## src/rtl/guess_filter.sv

```systemverilog
// Key-event filter: debounces held keys into single-cycle guess/start/dup pulses
// and tracks per-round guessed letters. Optional macro: GUESS_FILTER_DUP_REJECT_EN.
module guess_filter #(
  parameter int unsigned SETTLE_CYCLES = 4
) (
  input  logic        clk_i,
  input  logic        reset_i,
  input  logic        key_held_i,
  input  logic [4:0]  letter_i,
  input  logic        round_clear_i,
  output logic        guess_valid_o,
  output logic [4:0]  guess_letter_o,
  output logic        start_pulse_o,
  output logic        dup_pulse_o,
  output logic [25:0] guessed_o,
  output logic [4:0]  guess_count_o
);

  typedef enum logic [1:0] {IDLE, SETTLE, EMIT, HELD} state_t;

  localparam logic [7:0] CNT_LAST  = 8'(SETTLE_CYCLES - 1);
  localparam logic [4:0] START_KEY = 5'd26;
  localparam logic [4:0] MAX_COUNT = 5'd26;

  state_t      state_q;
  logic [4:0]  cand_q;
  logic [7:0]  cnt_q;
  logic        guess_valid_q, start_pulse_q, dup_pulse_q;
  logic [4:0]  guess_letter_q;
  logic [25:0] guessed_q;
  logic [4:0]  count_q;

  logic        guess_valid_d, start_pulse_d, dup_pulse_d;
  logic [25:0] guessed_d;
  logic [4:0]  count_d;
  logic [31:0] guessed_ext;
  logic        emit, is_letter, was_set, new_bit;

  always_comb begin
    emit        = (state_q == EMIT);
    is_letter   = (cand_q < START_KEY);
    guessed_ext = {6'b0, guessed_q};
    was_set     = guessed_ext[cand_q];
    new_bit     = emit && is_letter && !was_set;
`ifdef GUESS_FILTER_DUP_REJECT_EN
    guess_valid_d = emit && is_letter && !was_set;
    dup_pulse_d   = emit && is_letter && was_set;
`else
    guess_valid_d = emit && is_letter;
    dup_pulse_d   = 1'b0;
`endif
    start_pulse_d = emit && (cand_q == START_KEY);

    guessed_d = guessed_q;
    count_d   = count_q;
    if (new_bit) begin
      guessed_d = guessed_q | (26'(1) << cand_q);
      count_d   = (count_q >= MAX_COUNT) ? MAX_COUNT : count_q + 5'd1;
    end
    // A clear in the EMIT cycle still lets the pulse fire but discards the update
    if (round_clear_i) begin
      guessed_d = '0;
      count_d   = '0;
    end
  end

  always_ff @(posedge clk_i) begin
    if (reset_i) begin
      state_q        <= IDLE;
      cand_q         <= '0;
      cnt_q          <= '0;
      guess_valid_q  <= 1'b0;
      start_pulse_q  <= 1'b0;
      dup_pulse_q    <= 1'b0;
      guess_letter_q <= '0;
      guessed_q      <= '0;
      count_q        <= '0;
    end else begin
      guess_valid_q <= guess_valid_d;
      start_pulse_q <= start_pulse_d;
      dup_pulse_q   <= dup_pulse_d;
      guessed_q     <= guessed_d;
      count_q       <= count_d;
      if (emit) guess_letter_q <= cand_q;

      case (state_q)
        IDLE: begin
          if (key_held_i) begin
            state_q <= SETTLE;
            cand_q  <= letter_i;
            cnt_q   <= '0;
          end
        end
        SETTLE: begin
          if (!key_held_i) begin
            state_q <= IDLE;
          end else if (letter_i != cand_q) begin
            cand_q <= letter_i;
            cnt_q  <= '0;
          end else if (cnt_q == CNT_LAST) begin
            state_q <= EMIT;
          end else begin
            cnt_q <= cnt_q + 8'd1;
          end
        end
        EMIT: state_q <= HELD;
        HELD: begin
          // Held key never re-fires; only a rollover to another key restarts settling
          if (!key_held_i) begin
            state_q <= IDLE;
          end else if (letter_i != cand_q) begin
            state_q <= SETTLE;
            cand_q  <= letter_i;
            cnt_q   <= '0;
          end
        end
        default: state_q <= IDLE;
      endcase
    end
  end

  assign guess_valid_o  = guess_valid_q;
  assign start_pulse_o  = start_pulse_q;
  assign dup_pulse_o    = dup_pulse_q;
  assign guess_letter_o = guess_letter_q;
  assign guessed_o      = guessed_q;
  assign guess_count_o  = count_q;

endmodule

```

## config.mk

```make
export PLATFORM = sky130hd
export DESIGN_NAME = guess_filter
export DESIGN_NICKNAME = d
export VERILOG_FILES = /design/src/rtl/guess_filter.sv
export SDC_FILE = /design/constraint.sdc
export NUM_CORES = 1
export LEC_CHECK = 0
export BUFFER_PORTS_ARGS = -buffer_cell sky130_fd_sc_hd__clkbuf_2
export CORE_MARGIN = 2
export CORE_UTILIZATION = 56
export DETAILED_ROUTE_END_ITERATION = 10
export PLACE_DENSITY = 0.79
export SYNTH_ARGS = -nofsm -noshare
export SYNTH_HDL_FRONTEND = slang
export SYNTH_SLANG_ARGS = --single-unit
```

## constraint.sdc

```tcl
create_clock -name clk_i -period 2.85 [get_ports clk_i]
set_input_delay 0 -clock clk_i [delete_from_list [all_inputs] [get_ports clk_i]]
set_output_delay 0 -clock clk_i [all_outputs]
set_load 0.01 [all_outputs]
```

==> flow_metrics.tcl <==
set metrics [dict create \
    ff2ff_setup_slack_ps 240 \
    ys_ff_latch 53 \
    grt_pass1_wl_um 10200 \
    die_w_um 74.0 \
    grt.overflow.total 0 \
    synth_top_family_by_area "simple AND/OR/NAND/NOR gates" \
    wl_met1_um 2810 \
    cap_viol_max_count 0 \
    highest_layer "met4" \
    first_iter_violations 152 \
    synth-simple-area-share_pct 24.1 \
    antenna_cells 0 \
    numCtsBuffers 5 \
    final_core_util_pct 66.1 \
    wire_per_inst_um 14.9 \
    slew_viol_final 0 \
    met2_length_um 2980 \
    synth.top_cell.area_share_pct 38.7 \
    yosysUniqueCellTypes 58 \
    h-tree-depth 2 \
    max-slew-margin-rel_pct 48.2 \
    crit_buf_inv 1 \
    worstPathRequired_ps 3060 \
    status "completed" \
    final_common_cell "dfxtp_1" \
    n_fill_cell 406 \
    reg2reg_from "state_q[0]" \
    holdCritPathClass "input pin to flip-flop" \
    path_clk_slew_ps 90 \
    viasPerCell 5.61 \
    clk_latency_ps 300 \
    cts_root_buffer "clkbuf_8" \
    cp-end-kind "flip-flop" \
    fp-row-count 25 \
    max_freq_ghz 0.384 \
    core_mm2 0.00472 \
    pin_count 48 \
    hold-path-endpoint "guessed_o[1]" \
    regArea_mm2 0.00106 \
    synth_compound_area_share_pct 16.9 \
    drive_above_1_share_pct 20.9 \
    hpwlAfterDp_um 4440 \
    multi_input_area_mm2 0.00151 \
    dp_cells 403 \
    hold_viol 0 \
    first_global_vias 2135 \
    avgSynthCellArea_um2 9.07 \
    hp-start "round_clear_i" \
    rsz0062_at_grt "false" \
    die_area_mm2 0.00547 \
    synthArstFlopShare_pct 0 \
    tritoncts "built" \
    synthMuxAreaShare_pct 9.00 \
    period_share_pct 91.4 \
    yosys.area.top_type "dfxtp_1" \
    synth-edff-count 0 \
    slowest_stage "or4b_1" \
    rr_worst_depth 8 \
    route.detailed.drc 0 \
    synthFlopType "dfxtp_1" \
    period_minus_slack_ps 2610 \
    dr_total_vias 2333 \
    dr_wl_met3_um 305 \
    netlist_area_mm2 0.00274 \
    setup_viol 0 \
    path_cells "inv_1 -> ha_1 -> or2b_2 -> nor3_2 -> nor2_1 -> nor4b_4 -> or4b_1 -> o211a_1" \
    antenna_found_initial 0 \
    firstDrtPassIters 4 \
    skew_ps 7.04 \
    cpLargestDelayFamily "simple AND/OR/NAND/NOR gates" \
    ant_nets 0 \
    syn_inst 302 \
    startpoint_type "flip-flop" \
    whs_path_depth 3 \
    finalWeightedCongestion 0.788 \
    layout_common_cells "dfxtp_1 (53), nor2_1 (48), clkbuf_2 (46)" \
    chipHeight_um 74.0 \
    synth_xor_area_share_pct 1.60 \
    slowest_delay_ps 520 \
    design.final.nets 364 \
    area_delta_synth_final_pct 13.9 \
    clockBufferDepth 2 \
    worst_pin_slew_ps 776 \
    post_layout_nonfiller_instances 416 \
    grt_max_degree 25 \
    grt_use_total_pct 24.1 \
    synth.area.top_cells "dfxtp_1 (39%), a21oi_1 (6.6%), nor2_1 (6.6%), mux2i_1 (5.8%), ha_1 (3.2%)" \
    r2r_end "guess_count_o[3]" \
    synth_nets 318 \
    path_class "flip-flop to flip-flop" \
    drt_wl_total_um 6200 \
    critical_path_peak_fanout 9 \
    peakVddDrop_v 0.000361 \
    io_buffers 46 \
    synthAdderAreaFrac_pct 3.20 \
    tns_ps 0 \
    arrival_ps 2810 \
    synth_warnings 0 \
    yosysSeqAreaShare_pct 38.7 \
    clock_sinks 53 \
    p_leak_nw 1.27 \
    initial_core_util_pct 58.0 \
    pwr_density_cell_mw_per_mm2 547 \
]
-- state kept, by name, indices dropped and copies added (netlist names), named ones only --
name,count
cand_q,5
cnt_q,8
guess_count_o,5
guess_letter_o,5
guess_valid_o,1
guessed_o,26
start_pulse_o,1
state_q,1
-- cell families after synthesis --
family | Yosys count
fa+ha+maj | 7
buf+inv | 26
mux | 21
simple gates | 118
xor+xnor | 5
other cells | 1
flops | 53
compound gates | 71
-- worst max-delay path by stage --
stage | cells after the start | startpoint | slack (ps) | end
4_1_cts | 6 | cand_q[0] | 260 | guess_count_o[3]
3_3_place_gp | 8 | state_q[0] | 360 | guess_count_o[3]
2_1_floorplan | 9 | state_q[0] | 550 | guess_count_o[3]
6_report | 8 | state_q[0] | 240 | guess_count_o[3]
5_1_grt | 8 | state_q[0] | 90 | guess_count_o[2]
3_5_place_dp | 8 | state_q[0] | 270 | guess_count_o[3]
-- synthesized netlist by cell type, types with 3 or more instances --
cell      number
a21oi_1       36
or4b_1         3
nand2_1       13
or3b_1         4
nand3_1        6
and2_1         4
ha_1           7
o21ai_0        8
nor3_1         3
clkbuf_1       4
o21a_1         7
nor2_1        48
and3_1         3
dfxtp_1       53
buf_6          5
nor2b_1        5
buf_2          4
or3_1          4
xor2_1         5
clkbuf_8       3
mux2i_1       16
nand2b_1       5
inv_1          9
nor4_1         3
-- repair_timing --
action,CTS,global route
endpoints found under the hold margin,5,0
resized for setup,0,1
hold buffers,5,0
endpoints found under the setup margin,0,5
buffers inserted,0,0
-- final cells by class --
class,count,share of cell area [%]
Sequential cell,53,34.0
Tap cell,67,2.69
Inverter,9,1.08
Clock buffer,7,2.77
Clock inverter,1,0.962
Timing Repair Buffer,56,10.2
Multi-Input combinational cell,223,48.3
-- worst register-to-register path, cell delays in order (launching register included) --
cell     delay, ps
dfxtp_1        370
inv_1          150
ha_1           380
or2b_2         380
nor3_2         320
nor2_1          80
nor4b_4        170
or4b_1         520
o211a_1        130
-- layer usage --
| metal | vias to the layer above | track usage [%] |
|---|---|---|
| li1 | 1157 | - |
| met1 | 1095 | 32.1 |
| met2 | 68 | 39.7 |
| met3 | 13 | 4.88 |
| met4 | 0 | 7.27 |
| met5 | - | 0 |
-- power breakdown --
part | internal, mW | switching [mW]
logic | 0.156 | 0.204
clock network | 0.287 | 0.238
registers | 0.760 | 0.0618
total | 1.20 | 0.504
-- stage by stage --
step | setup WS, ps | instance area [µm²] | hold WS, ps | power (mW)
floorplan | 545 | 2740 | 144 | 1.13
global placement | 356 | 2950 | 282 | 1.17
detailed placement | 265 | 2950 | 282 | 1.18
CTS | 256 | 3120 | 61.3 | 1.71
global route | 86.5 | 3120 | 90.0 | 1.78
finish | 245 | 3120 | 58.1 | 1.71
(Power assumes the default switching activity.)
